<file path="src/rtl/vp_pkg.sv">
// Shared definitions for the vector processor instruction path:
// instruction word layout, opcode values and sequencer state encoding.
package vp_pkg;

  localparam int INST_W = 9;

  localparam logic [1:0] OP_LOADS  = 2'b00;
  localparam logic [1:0] OP_OUTR   = 2'b01;
  localparam logic [1:0] OP_LOADD2 = 2'b10;
  localparam logic [1:0] OP_LOADD  = 2'b11;

  localparam int OP_MSB   = 8;
  localparam int OP_LSB   = 7;
  localparam int REG_MSB  = 6;
  localparam int REG_LSB  = 5;
  localparam int ADDR_MSB = 4;
  localparam int ADDR_LSB = 0;

  typedef enum logic {
    ST_IDLE = 1'b0,
    ST_RUN  = 1'b1
  } seq_state_t;

endpackage

</file>
<file path="src/rtl/vp_prog_buffer.sv">
// Program storage: DEPTH x INST_W words, synchronous write, combinational read.
// Contents are deliberately not reset so a program survives a core reset.
module vp_prog_buffer
  import vp_pkg::*;
#(
  parameter int DEPTH = 32,
  parameter int AW    = 5
) (
  input  logic              clk,
  input  logic              we,
  input  logic [AW-1:0]     waddr,
  input  logic [INST_W-1:0] wdata,
  input  logic [AW-1:0]     raddr,
  output logic [INST_W-1:0] rdata
);

  logic [INST_W-1:0] mem_r [DEPTH];

  // Storage array write port
  always_ff @(posedge clk) begin
    if (we) begin
      mem_r[waddr] <= wdata;
    end
  end

  assign rdata = mem_r[raddr];

endmodule

</file>
<file path="src/rtl/vp_instruction_sequencer.sv">
// Streams a buffered vector program into the core, one instruction per clock,
// with host hold/abort. The last issued word is re-driven while not issuing.
module vp_instruction_sequencer
  import vp_pkg::*;
#(
  parameter int DEPTH = 32,
  parameter int AW    = 5
) (
  input  logic              clk,
  input  logic              rst_n,
  input  logic              prog_we,
  input  logic [AW-1:0]     prog_addr,
  input  logic [INST_W-1:0] prog_data,
  input  logic              start,
  input  logic [AW:0]       prog_len,
  input  logic              hold,
  input  logic              abort,
  output logic [INST_W-1:0] instruction,
  output logic              issue_valid,
  output logic [AW:0]       pc,
  output logic              busy,
  output logic              done,
  output logic              err
);

  localparam logic [AW:0] DEPTH_L = (AW+1)'(DEPTH);

  seq_state_t        state_r, state_s;
  logic [AW:0]       len_r, len_s;
  logic [AW:0]       pc_r, pc_s;
  logic [INST_W-1:0] inst_r, inst_s;
  logic              iv_r, iv_s;
  logic              done_r, done_s;
  logic              err_r, err_s;
  logic              we_s;
  logic              len_ok_s;
  logic [AW-1:0]     raddr_s;
  logic [INST_W-1:0] rdata_s;

  // In IDLE the read port sits on entry 0 so start can issue it without a bubble
  assign raddr_s  = (state_r == ST_RUN) ? pc_r[AW-1:0] : {AW{1'b0}};
  assign len_ok_s = (prog_len != {(AW+1){1'b0}}) && (prog_len <= DEPTH_L);

  vp_prog_buffer #(
    .DEPTH (DEPTH),
    .AW    (AW)
  ) u_buf (
    .clk   (clk),
    .we    (we_s),
    .waddr (prog_addr),
    .wdata (prog_data),
    .raddr (raddr_s),
    .rdata (rdata_s)
  );

  // Next-state and next-output decode
  always_comb begin
    state_s = state_r;
    len_s   = len_r;
    pc_s    = pc_r;
    inst_s  = inst_r;
    iv_s    = 1'b0;
    done_s  = 1'b0;
    err_s   = 1'b0;
    we_s    = 1'b0;
    case (state_r)
      ST_IDLE: begin
        we_s = prog_we;
        if (start) begin
          if (len_ok_s) begin
            len_s   = prog_len;
            inst_s  = rdata_s;
            iv_s    = 1'b1;
            pc_s    = {{AW{1'b0}}, 1'b1};
            state_s = ST_RUN;
          end else begin
            err_s = 1'b1;
          end
        end else begin
          state_s = ST_IDLE;
        end
      end
      ST_RUN: begin
        err_s = prog_we | start;
        if (abort) begin
          state_s = ST_IDLE;
        end else if (hold) begin
          iv_s = 1'b0;
        end else if (pc_r == len_r) begin
          state_s = ST_IDLE;
          done_s  = 1'b1;
        end else begin
          inst_s = rdata_s;
          iv_s   = 1'b1;
          pc_s   = pc_r + {{AW{1'b0}}, 1'b1};
        end
      end
      default: begin
        state_s = ST_IDLE;
      end
    endcase
  end

  // State and registered outputs
  always_ff @(posedge clk or negedge rst_n) begin
    if (!rst_n) begin
      state_r <= ST_IDLE;
      len_r   <= {(AW+1){1'b0}};
      pc_r    <= {(AW+1){1'b0}};
      inst_r  <= {INST_W{1'b0}};
      iv_r    <= 1'b0;
      done_r  <= 1'b0;
      err_r   <= 1'b0;
    end else begin
      state_r <= state_s;
      len_r   <= len_s;
      pc_r    <= pc_s;
      inst_r  <= inst_s;
      iv_r    <= iv_s;
      done_r  <= done_s;
      err_r   <= err_s;
    end
  end

  assign instruction = inst_r;
  assign issue_valid = iv_r;
  assign pc          = pc_r;
  assign busy        = (state_r == ST_RUN);
  assign done        = done_r;
  assign err         = err_r;

endmodule

</file>
<file path="config.mk">
export PLATFORM = sky130hd
export DESIGN_NAME = vp_instruction_sequencer
export DESIGN_NICKNAME = d
export VERILOG_FILES = /design/src/rtl/vp_pkg.sv /design/src/rtl/vp_prog_buffer.sv /design/src/rtl/vp_instruction_sequencer.sv
export SDC_FILE = /design/constraint.sdc
export NUM_CORES = 1
export LEC_CHECK = 0
export CORE_UTILIZATION = 65
export CTS_CLUSTER_DIAMETER = 50
export DETAILED_ROUTE_END_ITERATION = 10
export PLACE_DENSITY = 0.84
export SYNTH_ARGS = -nofsm -noshare
export SYNTH_HDL_FRONTEND = slang
export SYNTH_SLANG_ARGS = --single-unit
</file>
<file path="constraint.sdc">
create_clock -name clk -period 4 [get_ports clk]
set_clock_uncertainty 0.2 [all_clocks]
set_input_delay 0.4 -clock clk [delete_from_list [all_inputs] [get_ports clk]]
set_output_delay 0.4 -clock clk [all_outputs]
set_load 0.02 [all_outputs]
</file>
---- Yosys cells after proc, flatten, opt, wreduce, memory -nomap -nowiden ----
Memories as Yosys holds them, arrays and structs flattened.
Index checks and enable logic that the tools add are counted.
word-level totals
  bits in registers ....................... 25
  bits in latches ......................... 0
  bits of input ports ..................... 26
  memories ................................ 1
  memory bits (writable) .................. 288
  bits in read-only memories .............. 0
memories
  memory       words  width  read ports  clocked after memory_dff  write ports  RTL line              source
  u_buf.mem_r  32     9      1           0                         1            vp_prog_buffer.sv:17  logic [INST_W-1:0] mem_r [DEPTH];
operators by class
  bitwise operators ....................... 2
  muxes and demuxes ....................... 32
  equal/unequal tests ..................... 6
  add/sub/neg operators ................... 1
  reduce and logical (&&, ||, !) cells .... 4
  $mul .................................... 0
  order comparisons ....................... 1
  div/mod/pow operators ................... 0
  shift operators ......................... 0
operator list
  kind                 count
  $mux 9               5
  $mux 6               5
  $pmux 9 s2           1
  $mux 1               16
  $pmux 6 s2           1
  $ne 2x2->1 const B   5
  $add 6x1->6 const B  1
  $eq 6x6->1           1
  $le 6x6->1 const B   1
  $pmux 1 s2           3
  $reduce_bool 6->1    1
  $mux 5               1
  $reduce_and 5->1     1
  $reduce_and 3->1     1
  $logic_and 1x1->1    1
  $not 1->1            1
  $or 1x1->1           1

---- Logic depth before layout (Yosys ltp) ----
An unclocked memory read counts as a cell.
  word-level depth ........................ 6
  mapped depth ............................ 9

---- By module ----
A second synthesis with hierarchy kept.
unflattened totals
  cell total of the unflattened synthesis .. 554
  area, all modules ....................... 12278.0 sq um
by module, submodules not included
  module                    instances  area an instance (sq um)  cells each
  vp_prog_buffer            1          11101.9                   454
  vp_instruction_sequencer  1          1176.1                    100

---- Least setup slack after synthesis ----
Ideal clock, no wire load.
  path type ............................... register to register
  from .................................... reg pc_r[2], in the netlist pc[2]
  to ...................................... reg inst_r[3], in the netlist instruction[3]
  setup time .............................. 0.095 ns
  stages on the path, launching flop included .. 7
  clock period less this slack ............ 2.366 ns
  arrival ................................. 2.071 ns
  path buffers ............................ 1
  setup slack ............................. 1.634 ns
  path through ............................ dfrtp_1 > inv_2 > buf_1 > mux4_2 > o311ai_0 > a21oi_1 > o31ai_1
between the ends
  cells in the longest elaborated chain, start to end .. 6
  elaborated cells between the ends (all ways) .. 11
  classes of those cells .................. eq/ne (2); mux (7); reduce/logical (1); memory (1)
ends and longest elaborated chain
  what                    RTL line                         source
  from (decl)             vp_instruction_sequencer.sv:30   logic [AW:0] pc_r, pc_s;
  from (signal assigned)  vp_instruction_sequencer.sv:109  pc_r <= {(AW+1){1'b0}};
  from (signal assigned)  vp_instruction_sequencer.sv:117  pc_r <= pc_s;
  $mux 5                  vp_instruction_sequencer.sv:41   assign raddr_s = (state_r == ST_RUN) ? pc_r[AW-1:0] : {AW{1'b0}};
  $mem_v2 32x9            --
  $mux 9                  vp_instruction_sequencer.sv:89   end else if (pc_r == len_r) begin
  $mux 9                  vp_instruction_sequencer.sv:87   end else if (hold) begin
  $mux 9                  vp_instruction_sequencer.sv:85   if (abort) begin
  $pmux 9 s2              vp_instruction_sequencer.sv:66   case (state_r)
  to (signal assigned)    vp_instruction_sequencer.sv:110  inst_r <= {INST_W{1'b0}};
  to (signal assigned)    vp_instruction_sequencer.sv:118  inst_r <= inst_s;
  to (decl)               vp_instruction_sequencer.sv:31   logic [INST_W-1:0] inst_r, inst_s;
Several ways; a longest one is shown, not always the timed one. The select of a mux whose other input is x is not followed.
A chain may end at the register's enable or synchronous reset.

---- Worst setup path in the final report ----
  from .................................... reg state_r, in the netlist busy
  to ...................................... reg inst_r[5], in the netlist instruction[5]
between the ends
  cells in the longest elaborated chain, start to end .. 6
  elaborated cells between the ends (all ways) .. 15
  classes of those cells .................. eq/ne (5); mux (7); bitwise (1); reduce/logical (1); memory (1)
ends and longest elaborated chain
  what                    RTL line                         source
  from (decl)             vp_instruction_sequencer.sv:28   seq_state_t state_r, state_s;
  from (signal assigned)  vp_instruction_sequencer.sv:115  state_r <= state_s;
  $mux 5                  vp_instruction_sequencer.sv:41
  $mem_v2 32x9            --
  $mux 9                  vp_instruction_sequencer.sv:89
  $mux 9                  vp_instruction_sequencer.sv:87
  $mux 9                  vp_instruction_sequencer.sv:85
  $pmux 9 s2              vp_instruction_sequencer.sv:66
Several ways; a longest one is shown, not always the timed one. The select of a mux whose other input is x is not followed.

==> results.txt <==
- The flow ran to the end, but the final reports show violations.
* Failing checks: capacitance limit, slew limit
- The share of total power dissipated in combinational logic is 15.1%.
- Fraction of synthesized cell area taken by the top area cell type: 67.9%
- At the pin with the least slew margin, the transition time is 1.48 ns.
- Ys Warns: 0
- 1st-pass router iterations: 7
* Share of synthesized flip-flops with an asynchronous set or reset: 7.99%
* Ys flop type: sky130_fd_sc_hd__edfxtp_1
* Switching portion of total power: 25.8%
* Largest stage delay, worst path: 1.23 ns
* Post-route fraction of the period consumed by the critical path: 93.9%
- Detail-routed net length per standard cell: 26.9 um
* Pin count of the biggest net entering global routing: 62
- The H-tree was split into 2 levels.
- In this run, synthesis inferred 288 flip-flops with an integrated enable.
* Antenna violations before repair: 1
- Fin crit period: 3.76 ns
* Worst slew margin: -1.06%
* TritonCTS buffer count: 34
- Internal power comes to 0.00594 W.
- From left edge to right edge, the die measures 142 um.
- The post-route netlist has 16.1% of its cells at a drive strength greater than 1.
- Most area-hungry cell type in the Yosys netlist: sky130_fd_sc_hd__edfxtp_1
- The clock network accounts for 37.0% of the total power.
- I/O pin count: 45
- Across the run, the number of max-cap violations was 1.
- After routing the design area is 14500 um^2.
* Wire length after detailed routing: 30400 um
* Unrepaired setup endpoints after global routing: no
* Number of violations reported at the end of detailed-routing iteration 0: 1212
- In this run the cell area measured after placement is 13400 um^2.
* DRT antenna net count: 0
- For this run, the top clock speed supported by timing is 0.266 GHz.
* Cell with the largest stage delay on the worst path: sky130_fd_sc_hd__a2111oi_0
- Total chip power: 0.00800 W
- After routing, the total negative slack on setup checks comes to 0 ns.
* Via total after detailed routing: 7777
- Summed instance area of the synthesized netlist: 12700 um^2
* P_leak: 4.95 nW
* Antenna cells: 0
- Areal power density over the cells: 553 nW/um^2
- Count of hold-fix buffers inserted at cts: 0
- Final layout net count: 878
* Clock Latency Late Sink: 0.50 ns
* CTS Sinks: 313
* Setup-violating endpoint count in the final report: 0
* Sequential cell area fraction in the yosys report: 72.8%
* P&R area growth vs syn: 13.6%
- VDD sags by at most 0.000466 V.
- The congestion estimate from routability-driven global placement came to 0.959.
* Worst endpoint data arrival time: 3.95 ns
- Final worst-path setup slack: 0.243 ns
* Post-CTS setup buffer count: 0
- The sequential cells in the finished layout cover a total of 9280 um^2.
* Category of the worst setup path capture point: flip-flop
* Power share of the sequential group: 47.9%
- The multi-input combinational cells in the finished layout cover a total of 3210 um^2.
* Vias in the first global route: 7747
* Critical Path Start Type: flip-flop
* Gr ovfl total: 0
- Number of nets produced by synthesis: 826
- Height of the chip: 142 um
- Dividing the detail-routed via count by the number of cells gives 6.88.
- Synth top cells by count: sky130_fd_sc_hd__edfxtp_1, sky130_fd_sc_hd__nor2_1, sky130_fd_sc_hd__nand2_1
- Summed over all nets, the half-perimeter wirelength after detailed placement is 18900 um.
* Number of endpoints with negative hold slack in the final report: 0
- Worst slack at placement: 0.596 ns
* Root Buffer: sky130_fd_sc_hd__clkbuf_16
- Number of distinct standard cells referenced by the synthesized netlist: 49
- I/O Buffers: 44
* Worst Path Required: 4.19 ns
* Category of the most critical setup path: reg2reg
- TritonCTS clock tree: done
* Count of fill cells added during filler insertion: 1028
* Total count of max-transition violations in the final report: 1
- Cell row count: 50
* Clock slew at reported path FFs: 0.06 ns
- Critical-path cell list: nor2b_1, a21oi_1, a2111oi_0, nor3_1, o31ai_1
- The tightest min-delay check is of the in2reg type.
* Avg Cell Area, Syn: 15.9 um^2
* GRT Util Overall: 31.6%
- The total area inside the core boundary comes to 19000 um^2.
- In this run the worst path has a maximum fanout of 29.
- The longest clock path from root to sink contains 3 buffers.
* DRC viols: 0
- FF+latch count, synth: 313
- Summed over all nets, the switching power comes to 0.00206 W.
- Floorplan die area: 20200 um^2
- Number of instances in the synthesized netlist: 799
- Sorting the synthesized cells by area gives the leading types as sky130_fd_sc_hd__edfxtp_1, sky130_fd_sc_hd__dfrtp_1, sky130_fd_sc_hd__mux2_2.
- Initial cell density of the core: 67.2%
- The first global-routing pass estimated 45700 um of wire.
- The most common cell in the synthesized netlist is sky130_fd_sc_hd__edfxtp_1.
* # resized after CTS: 0
path summary, 6_finish.rpt:
kind | slack (ns) | to | depth (start not counted) | from
max in group asynchronous | 2.39 | pc[0] | 1 | rst_n
hold / removal | 0.27 | len_r[0] | 3 | prog_len[0]
setup reg to reg | 0.24 | instruction[5] | 5 | busy
min in group asynchronous | 0.34 | issue_valid | 1 | rst_n
hold reg to reg | 0.33 | len_r[4] | 2 | len_r[4]
setup / recovery | 0.24 | instruction[5] | 5 | busy
state kept, by name, indices dropped and copies added (netlist names):
name / flops
done: 1
issue_valid: 1
len_r: 6
busy: 1
u_buf.mem_r: 288
pc: 6
instruction: 9
err: 1
kinds of logic after synthesis:
group | after synthesis | share of synthesized area [%]
AO/OA/AOI/OAI | 142 | 7.75
XOR/XNOR | 6 | 0.413
adder cells (fa/ha/maj) | 1 | 0.0982
buffers and inverters | 52 | 2.00
flip-flops | 313 | 72.8
multiplexers | 98 | 9.96
AND/OR/NAND/NOR | 187 | 6.97
power by group through the flow:
stage | Sequential [W] | Clock [W] | Combinational [W]
2_1_floorplan | 0.00381 | 0 | 0.000817
3_3_place_gp | 0.00388 | 0 | 0.00113
3_5_place_dp | 0.00389 | 0 | 0.00118
4_1_cts | 0.00383 | 0.00296 | 0.00119
5_1_grt | 0.00384 | 0.00309 | 0.00127
6_report | 0.00384 | 0.00296 | 0.00121
area by class of cell:
type                       count  share of cell area, %
timing repair buffer          62                   3.98
sequential                   313                   64.1
clock inverter                14                  0.908
multi-input combinational    434                   22.2
tap                          260                   2.25
inverter                       6                  0.173
clock buffer                  42                   6.37
cells in the final DEF, fill, tap and decap left out, types with 4 or more instances in the layout:
master	netlist	final
sky130_fd_sc_hd__o22ai_1	27	27
sky130_fd_sc_hd__o31ai_1	10	10
sky130_fd_sc_hd__nand3_1	14	14
sky130_fd_sc_hd__clkbuf_16	0	35
sky130_fd_sc_hd__nand3b_1	4	4
sky130_fd_sc_hd__mux2i_1	33	33
sky130_fd_sc_hd__or3_1	4	4
sky130_fd_sc_hd__a21oi_1	36	36
sky130_fd_sc_hd__a2111oi_0	8	8
sky130_fd_sc_hd__nor3_1	10	10
sky130_fd_sc_hd__nor2_1	62	62
sky130_fd_sc_hd__clkdlybuf4s50_1	0	44
sky130_fd_sc_hd__clkinv_1	2	7
sky130_fd_sc_hd__and3_1	11	11
sky130_fd_sc_hd__dfrtp_1	25	23
sky130_fd_sc_hd__o311ai_0	10	10
sky130_fd_sc_hd__a22oi_1	18	18
sky130_fd_sc_hd__xnor2_1	6	6
sky130_fd_sc_hd__a211oi_1	11	11
sky130_fd_sc_hd__clkbuf_1	16	5
sky130_fd_sc_hd__edfxtp_1	288	288
sky130_fd_sc_hd__mux2_2	46	46
sky130_fd_sc_hd__nand2_1	52	52
sky130_fd_sc_hd__a221oi_1	10	10
sky130_fd_sc_hd__buf_4	5	18
sky130_fd_sc_hd__nor2b_1	20	20
sky130_fd_sc_hd__o21ai_0	4	4
sky130_fd_sc_hd__mux4_2	18	18
per-layer routing:
metal  up-vias  GRT usage [%]  wire [um]
li1       3250              -          -
met1      3860           41.9      11400
met2       569           50.7      14500
met3        98           7.64       3240
met4         0           13.5       1240
met5         -              0          0
stage by stage:
step	hold WS (ns)	cells	utilization (%)
after global placement	0.283	1075	70.8
after floorplan	-0.0956	799	-
after detailed placement	0.302	1075	70.8
final	0.272	1131	76.3
after global routing	0.301	1131	76.3
after CTS	0.276	1131	76.3
critical path, delay by kind of cell, from the launching register on:
family           cells  cell delay, ns
AO/OA/AOI/OAI        3            1.66
flip-flops           1            0.93
AND/OR/NAND/NOR      2            0.84
No activity file was read; power rests on OpenSTA's default activity.
